### src/rtl/pc_fetch.sv
// Program counter and instruction fetch stage: one req/ack fetch in flight, one instruction
// held for decode, next fetch address formed from the PC/branch selects on the advance cycle.
module pc_fetch #(
  parameter logic [31:0] ResetVector = 32'h0000_0000,
  parameter logic [31:0] IntVector   = 32'h0000_0080
) (
  input  logic        clk_i,
  input  logic        rst_i,
  input  logic [1:0]  pc_sel_i,
  input  logic [1:0]  branch_sel_i,
  input  logic [31:0] br_offset_i,
  input  logic [25:0] jmp_index_i,
  input  logic [31:0] jmp_reg_i,
  input  logic        stall_i,
  output logic        imem_req_o,
  output logic [31:0] imem_addr_o,
  input  logic        imem_ack_i,
  input  logic [31:0] imem_rdata_i,
  output logic [31:0] instr_o,
  output logic [31:0] instr_pc_o,
  output logic        instr_valid_o,
  output logic [31:0] epc_o,
  output logic        misalign_o
);

  typedef enum logic [1:0] {StIdle, StFetch, StDecode} state_e;

  state_e      state_q, state_d;
  logic [31:0] fetch_pc_q, fetch_pc_d;
  logic [31:0] instr_q, instr_d;
  logic [31:0] instr_pc_q, instr_pc_d;
  logic        valid_q, valid_d;
  logic [31:0] epc_q, epc_d;
  logic        misalign_q, misalign_d;

  logic [31:0] pc4;
  logic [31:0] branch_target;
  logic [31:0] next_pc;

  always_comb begin
    pc4 = instr_pc_q + 32'd4;
    unique case (branch_sel_i)
      2'b01:   branch_target = {jmp_reg_i[31:2], 2'b00};
      2'b10:   branch_target = {pc4[31:28], jmp_index_i, 2'b00};
      default: branch_target = pc4 + (br_offset_i << 2);
    endcase
    unique case (pc_sel_i)
      2'b00:   next_pc = ResetVector;
      2'b01:   next_pc = IntVector;
      2'b10:   next_pc = pc4;
      default: next_pc = branch_target;
    endcase
  end

  always_comb begin
    state_d    = state_q;
    fetch_pc_d = fetch_pc_q;
    instr_d    = instr_q;
    instr_pc_d = instr_pc_q;
    valid_d    = valid_q;
    epc_d      = epc_q;
    misalign_d = 1'b0;
    unique case (state_q)
      StIdle: state_d = StFetch;
      StFetch: begin
        if (imem_ack_i) begin
          instr_d    = imem_rdata_i;
          instr_pc_d = fetch_pc_q;
          valid_d    = 1'b1;
          state_d    = StDecode;
        end
      end
      StDecode: begin
        if (!stall_i) begin
          fetch_pc_d = next_pc;
          valid_d    = 1'b0;
          state_d    = StFetch;
          if (pc_sel_i == 2'b01) epc_d = pc4;
          // Flag register-jump targets whose low bits were dropped.
          misalign_d = (pc_sel_i == 2'b11) && (branch_sel_i == 2'b01) &&
                       (jmp_reg_i[1:0] != 2'b00);
        end
      end
      default: state_d = StIdle;
    endcase
  end

  always_ff @(posedge clk_i or posedge rst_i) begin
    if (rst_i) begin
      state_q    <= StIdle;
      fetch_pc_q <= ResetVector;
      instr_q    <= '0;
      instr_pc_q <= '0;
      valid_q    <= 1'b0;
      epc_q      <= '0;
      misalign_q <= 1'b0;
    end else begin
      state_q    <= state_d;
      fetch_pc_q <= fetch_pc_d;
      instr_q    <= instr_d;
      instr_pc_q <= instr_pc_d;
      valid_q    <= valid_d;
      epc_q      <= epc_d;
      misalign_q <= misalign_d;
    end
  end

  assign imem_req_o    = (state_q == StFetch);
  assign imem_addr_o   = fetch_pc_q;
  assign instr_o       = instr_q;
  assign instr_pc_o    = instr_pc_q;
  assign instr_valid_o = valid_q;
  assign epc_o         = epc_q;
  assign misalign_o    = misalign_q;

endmodule

### config.mk
export PLATFORM = sky130hd
export DESIGN_NAME = pc_fetch
export DESIGN_NICKNAME = d
export VERILOG_FILES = /design/src/rtl/pc_fetch.sv
export SDC_FILE = /design/constraint.sdc
export NUM_CORES = 1
export LEC_CHECK = 0
export BUFFER_PORTS_ARGS = -buffer_cell sky130_fd_sc_hd__buf_4
export CAP_MARGIN = 20
export CORE_ASPECT_RATIO = 0.75
export CORE_UTILIZATION = 47
export CTS_CLUSTER_DIAMETER = 40
export DETAILED_ROUTE_END_ITERATION = 10
export PLACE_DENSITY = 0.78
export RECOVER_POWER = 100
export SKIP_CTS_REPAIR_TIMING = 1
export SYNTH_ARGS = -nofsm -noshare
export SYNTH_HDL_FRONTEND = slang
export SYNTH_SLANG_ARGS = --single-unit
### constraint.sdc
create_clock -name clk_i -period 6.15 [get_ports clk_i]
set_input_delay 1.5375 -clock clk_i [delete_from_list [all_inputs] [get_ports clk_i]]
set_output_delay 1.5375 -clock clk_i [all_outputs]
set_load 0.05 [all_outputs]
After elaboration in Yosys (flattened, before gate mapping):

Cells that the tools add are included.
W data, S select, Z words.

* bits in writable memories: 0
* word-level logic and storage cells: 40
* bits in read-only memories: 0
* input port bits: 130
* memories: 0
* output and inout port bits: 131
* latch bits: 0
* register bits: 132

* reductions and logical operators: 11
* multipliers: 0
* bitwise operators: 1
* magnitude comparators: 0
* shift operators: 0
* div/mod/pow operators: 0
* mux-type cells: 10
* equality and inequality tests: 9
* $add $sub $neg: 2

Operator list (count)
* $pmux W32 S3: 1
* $pmux W32 S2: 1
* $add A32 B3 Y32 const B: 1
* $add A32 B32 Y32: 1
* $eq A2 B2 Y1 const B: 4
* $eq A2 B1 Y1 const B: 3
* $pmux W2 S3: 1
* $reduce_and A2 Y1: 3
* $reduce_and A3 Y1: 2
* $logic_not A2 Y1: 2
* $mux W1: 4
* $mux W2: 2
* $reduce_bool A2 Y1: 2
* $logic_and A1 B1 Y1: 2
* $ne A2 B1 Y1 const B: 1
* $ne A2 B2 Y1 const B: 1
* $pmux W1 S2: 1
* $not A1 Y1: 1

Depth between registers and ports, before layout:

* depth in word-level cells: 5
* mapped depth: 16

Worst setup path after synthesis:

OpenSTA, ideal clock, no wires.

* kind: flip-flop to flip-flop
* start: register instr_pc_q[4], in the netlist instr_pc_o[4]
* end: register fetch_pc_q[31], in the netlist imem_addr_o[31]
* period minus slack after synthesis: 4.235 ns
* path buffers: 2
* setup slack: 1.915 ns
* data required time: 6.039 ns
* stages on the path, launching flop included: 16
* setup time: 0.111 ns
* arrival time: 4.124 ns
* cells stage by stage: dfrtp_1 and4_4 nand4_4 or4_4 buf_6 nor2_4 xor2_2 ha_1 buf_2 a21o_1 a21o_1 a211o_1 or3b_1 o221ai_2 mux2i_1 a2111oi_2

* longest elaborated chain between the ends: 4

RTL lines
* start, declared: RTL line 31 `logic [31:0] instr_pc_q, instr_pc_d;`
* start signal, assigned: RTL line 101 `instr_pc_q <= instr_pc_d;`
* $add A32 B3 Y32: RTL line 41 `pc4 = instr_pc_q + 32'd4;`
* net pc4[24]: RTL line 36 `logic [31:0] pc4;`
* $add A32 B32 Y32: RTL line 45 `default: branch_target = pc4 + (br_offset_i << 2);`
* $pmux W32 S2: RTL line 42 `unique case (branch_sel_i)`
* $pmux W32 S3: RTL line 47 `unique case (pc_sel_i)`
* end signal, assigned: RTL line 91 `fetch_pc_q <= ResetVector;`
* end signal, assigned: RTL line 99 `fetch_pc_q <= fetch_pc_d;`
* end, declared: RTL line 29 `logic [31:0] fetch_pc_q, fetch_pc_d;`

The timed path passes the listed nets, and every way through them passes these cells.
A chain may end at the register's enable or synchronous reset.

Worst setup path after layout:

Ends and elaborated chain as after synthesis.

==> summary.txt <==
Die ar. -> 0.0172 mm²
Number of antenna violations at the first check in global routing -> 0
Fraction of synthesis flops using an asynchronous set or reset pin -> 100%
Startpoint of the lowest-slack register-to-register path -> instr_pc_o[4]$_DFFE_PP0P_
Drt first-iter violations -> 530
Synth warnings -> 0
Cell taking the most area after synthesis -> dfrtp_1
Horizontal die dimension -> 151 µm
Mean cell area of the mapped netlist -> 10.3 µm²
Critical R2R Capture -> imem_addr_o[31]$_DFFE_PP0P_
Final hold violation count -> 0
Netlist area before placement -> 0.00784 mm²
Top cells by area in the synthesized netlist -> dfrtp_1, mux2_2, ha_1, a21oi_1, xor2_1
Clock buffer count from CTS -> 17
I/O pins -> 261
Worst-case setup margin in the final layout -> 1.14 ns
Post-synth net total -> 928
Via count of the first global-routing pass -> 6881
Sw Share -> 51.6%
Avg WL per Cell -> 20.1 µm
Seq/Total Area, Yosys -> 42.1%
Logic pwr share -> 54.5%
Transition time at the pin with the least slew margin -> 2.62 ns
Static leakage -> 4.53 nW
Remaining DRCs -> 0
Worst-case register-to-register setup slack -> 1.14 ns
Arrival time of data at the critical path endpoint -> 5.31 ns
Worst slack at placement -> 1.82 ns
Pin count of the biggest net entering global routing -> 55
Die Ht -> 114 µm
Kind of launch point of the worst setup path -> flop
Startpoint of the most critical setup path -> instr_pc_o[4]$_DFFE_PP0P_
Post-route standard cell area excluding fillers -> 0.00997 mm²
Achievable frequency -> 200 MHz
Switching Power -> 2.94 mW
Total cell area at the placement stage -> 0.00994 mm²
Post-synth top cells -> dfrtp_1, mux2_2, a21oi_1
Number of max-capacitance violations reported -> 4
Root cell of the clock tree -> clkbuf_16
Startpoint of the worst hold path -> imem_addr_o[3]$_DFFE_PP0P_
Violations in the final reports -> max-capacitance violations, max-slew violations
H-tree depth reported by CTS -> 4
Type of the worst setup path -> reg -> reg
Clock net sink count -> 132
Overall routing resource usage -> 28.9%
Most used DFF post-synth -> dfrtp_1
Standard-cell row count -> 40
Layout cell share with drive strength beyond 1 -> 25.6%
FF-to-FF path depth -> 13
Gpl congestion -> 0.914
Cell count of the worst hold path -> 2
Critical path data required time -> 6.46 ns
TritonCTS clock tree -> built
GR Overflow Total -> 0
Floorplan Core Area -> 0.0162 mm²
Worst-case clock buffer depth -> 2
Clock network fraction of total power -> 18.7%
Maximum fanout encountered on the critical timing path -> 7
Unrepaired setup endpoints after global routing -> no
Final cycle utilization of the critical path -> 81.4%
Status -> finished, violations left
Half-perimeter wire length after detailed placement -> 17900 µm
Worst vdd ir -> 0.446 mV
Proportion of power drawn by flip-flops and latches -> 26.7%
Global-route wire length before repair -> 37600 µm
Nature of the critical path endpoint -> flop
Count of TritonRoute iterations in the first routing pass -> 5
Internal power component -> 2.76 mW
Hold Slack -> 0.497 ns
Clock period minus final worst setup slack -> 5.01 ns
Final-report setup violation count -> 0
Fin cells -> 1225
Number of input and output port buffers inserted -> 258
Total inserted antenna cells -> 0
Total number of vias -> 7188
Setup Total Neg Slack -> 0 ns
Hold Crit Class -> reg -> reg
Relative slew margins -> -74.5%
Clock Pin Slew Worst Setup and Hold Paths -> 0.06 ns
Number of distinct library cells after synthesis -> 65
Number of enable flip-flop cells after synthesis -> 0
Number of flip-flops and latches in the synthesized netlist -> 132
Number of fillers in the final layout -> 1454
Total wire length after detailed routing -> 24700 µm
Dominant cell by count in the synthesized netlist -> dfrtp_1
Effective utilization at floorplan -> 48.5%
Final Max Slew Viols -> 173
Clock Latency Late Sink -> 0.42 ns
Number of nets in the layout -> 1171
Final worst clock skew -> 0.0125 ns
Detailed-route vias per instance -> 5.87
Number of placed instances, taps included -> 1193
Post-Syn Instances -> 759
Capture endpoint of the worst hold path -> imem_addr_o[3]$_DFFE_PP0P_
Synthesis-to-finish area growth -> 27.2%
Share of Yosys cell area claimed by the top area cell type -> 42.1%
Routed Antenna Nets -> 0
Cell Pwr Density -> 571 mW/mm²
-- sequential cells by signal, indices dropped and copies added, names as in the netlist --
register	cells
imem_addr_o	32
instr_o	32
misalign_o	1
instr_valid_o	1
epc_o	32
instr_pc_o	32
state_q	2
-- cell usage in the layout, fill, tap and decap left out, types with 24 or more instances in the layout --
| cell type | n |
|---|---|
| o21ai_0 | 35 |
| dfrtp_1 | 132 |
| nand2_1 | 56 |
| mux2_2 | 90 |
| a21oi_1 | 57 |
| clkbuf_1 | 142 |
| buf_4 | 125 |
| ha_1 | 38 |
| xor2_1 | 26 |
| xnor2_1 | 24 |
| a221oi_1 | 25 |
| nor2_1 | 44 |
-- routing by layer --
metal | track usage, % | wire length (µm)
met2 | 46.1 | 11300
met4 | 6.67 | 202
met1 | 38.8 | 10700
met5 | 0 | 0
met3 | 8.16 | 2460
-- through the flow --
stage	power [mW]	util, %
2_1_floorplan	3.90	-
3_3_place_gp	4.86	61.5
3_5_place_dp	4.92	61.5
4_1_cts	6.01	65.3
5_1_grt	6.00	61.7
6_report	5.70	61.7
-- critical path, stage by stage, from the launching register on --
cell and delay [ns]:
dfrtp_1 0.51, and4_1 0.41, nand4_1 0.32, or4_1 0.85, nor2_4 0.19, xor2_1 0.36, ha_1 0.40, a21o_1 0.20
a21o_1 0.17, a211o_1 0.33, or3b_1 0.38, o221ai_1 0.34, mux2i_1 0.16, a2111oi_2 0.28
-- power by group through the flow --
stage,clock network [mW],logic (mW),registers (mW)
after detailed placement,0,3.38,1.53
final,1.07,3.11,1.52
after global placement,0,3.34,1.52
after global routing,1.12,3.30,1.57
after CTS,1.08,3.40,1.53
after floorplan,0,1.24,2.67
-- layout make-up --
cell class	count	area [µm²]	share of cell area, %
well taps	210	263	2.64
multi-input cells	561	4220	42.3
repair buffers	268	1480	14.9
inverters	22	83.8	0.841
flip-flops and latches	132	3300	33.1
clock buffers	19	443	4.44
clock inverters	13	173	1.73
-- worst max-delay path by stage --
stage	end	slack, ns	cells after the start
floorplan	epc_o[0]$_DFFE_PP0P_	1.09	1
CTS	imem_addr_o[31]$_DFFE_PP0P_	1.85	13
global route	instr_pc_o[30]$_DFFE_PP0P_	0.88	3
global placement	imem_addr_o[22]$_DFFE_PP0P_	1.81	11
finish	imem_addr_o[31]$_DFFE_PP0P_	1.14	13
detailed placement	imem_addr_o[22]$_DFFE_PP0P_	1.82	11
-- logic make-up (layout without fill, tap and decap cells) --
group	count (synthesis)	after routing	share of synthesized area, %
compound gates	212	212	18.4
flops	132	132	42.1
mux	91	91	13.1
buf+inv	66	322	3.48
xor+xnor	51	51	5.89
fa+ha+maj	39	39	6.32
simple gates	168	168	10.7
Note: power is estimated with default switching activity, not from simulation.
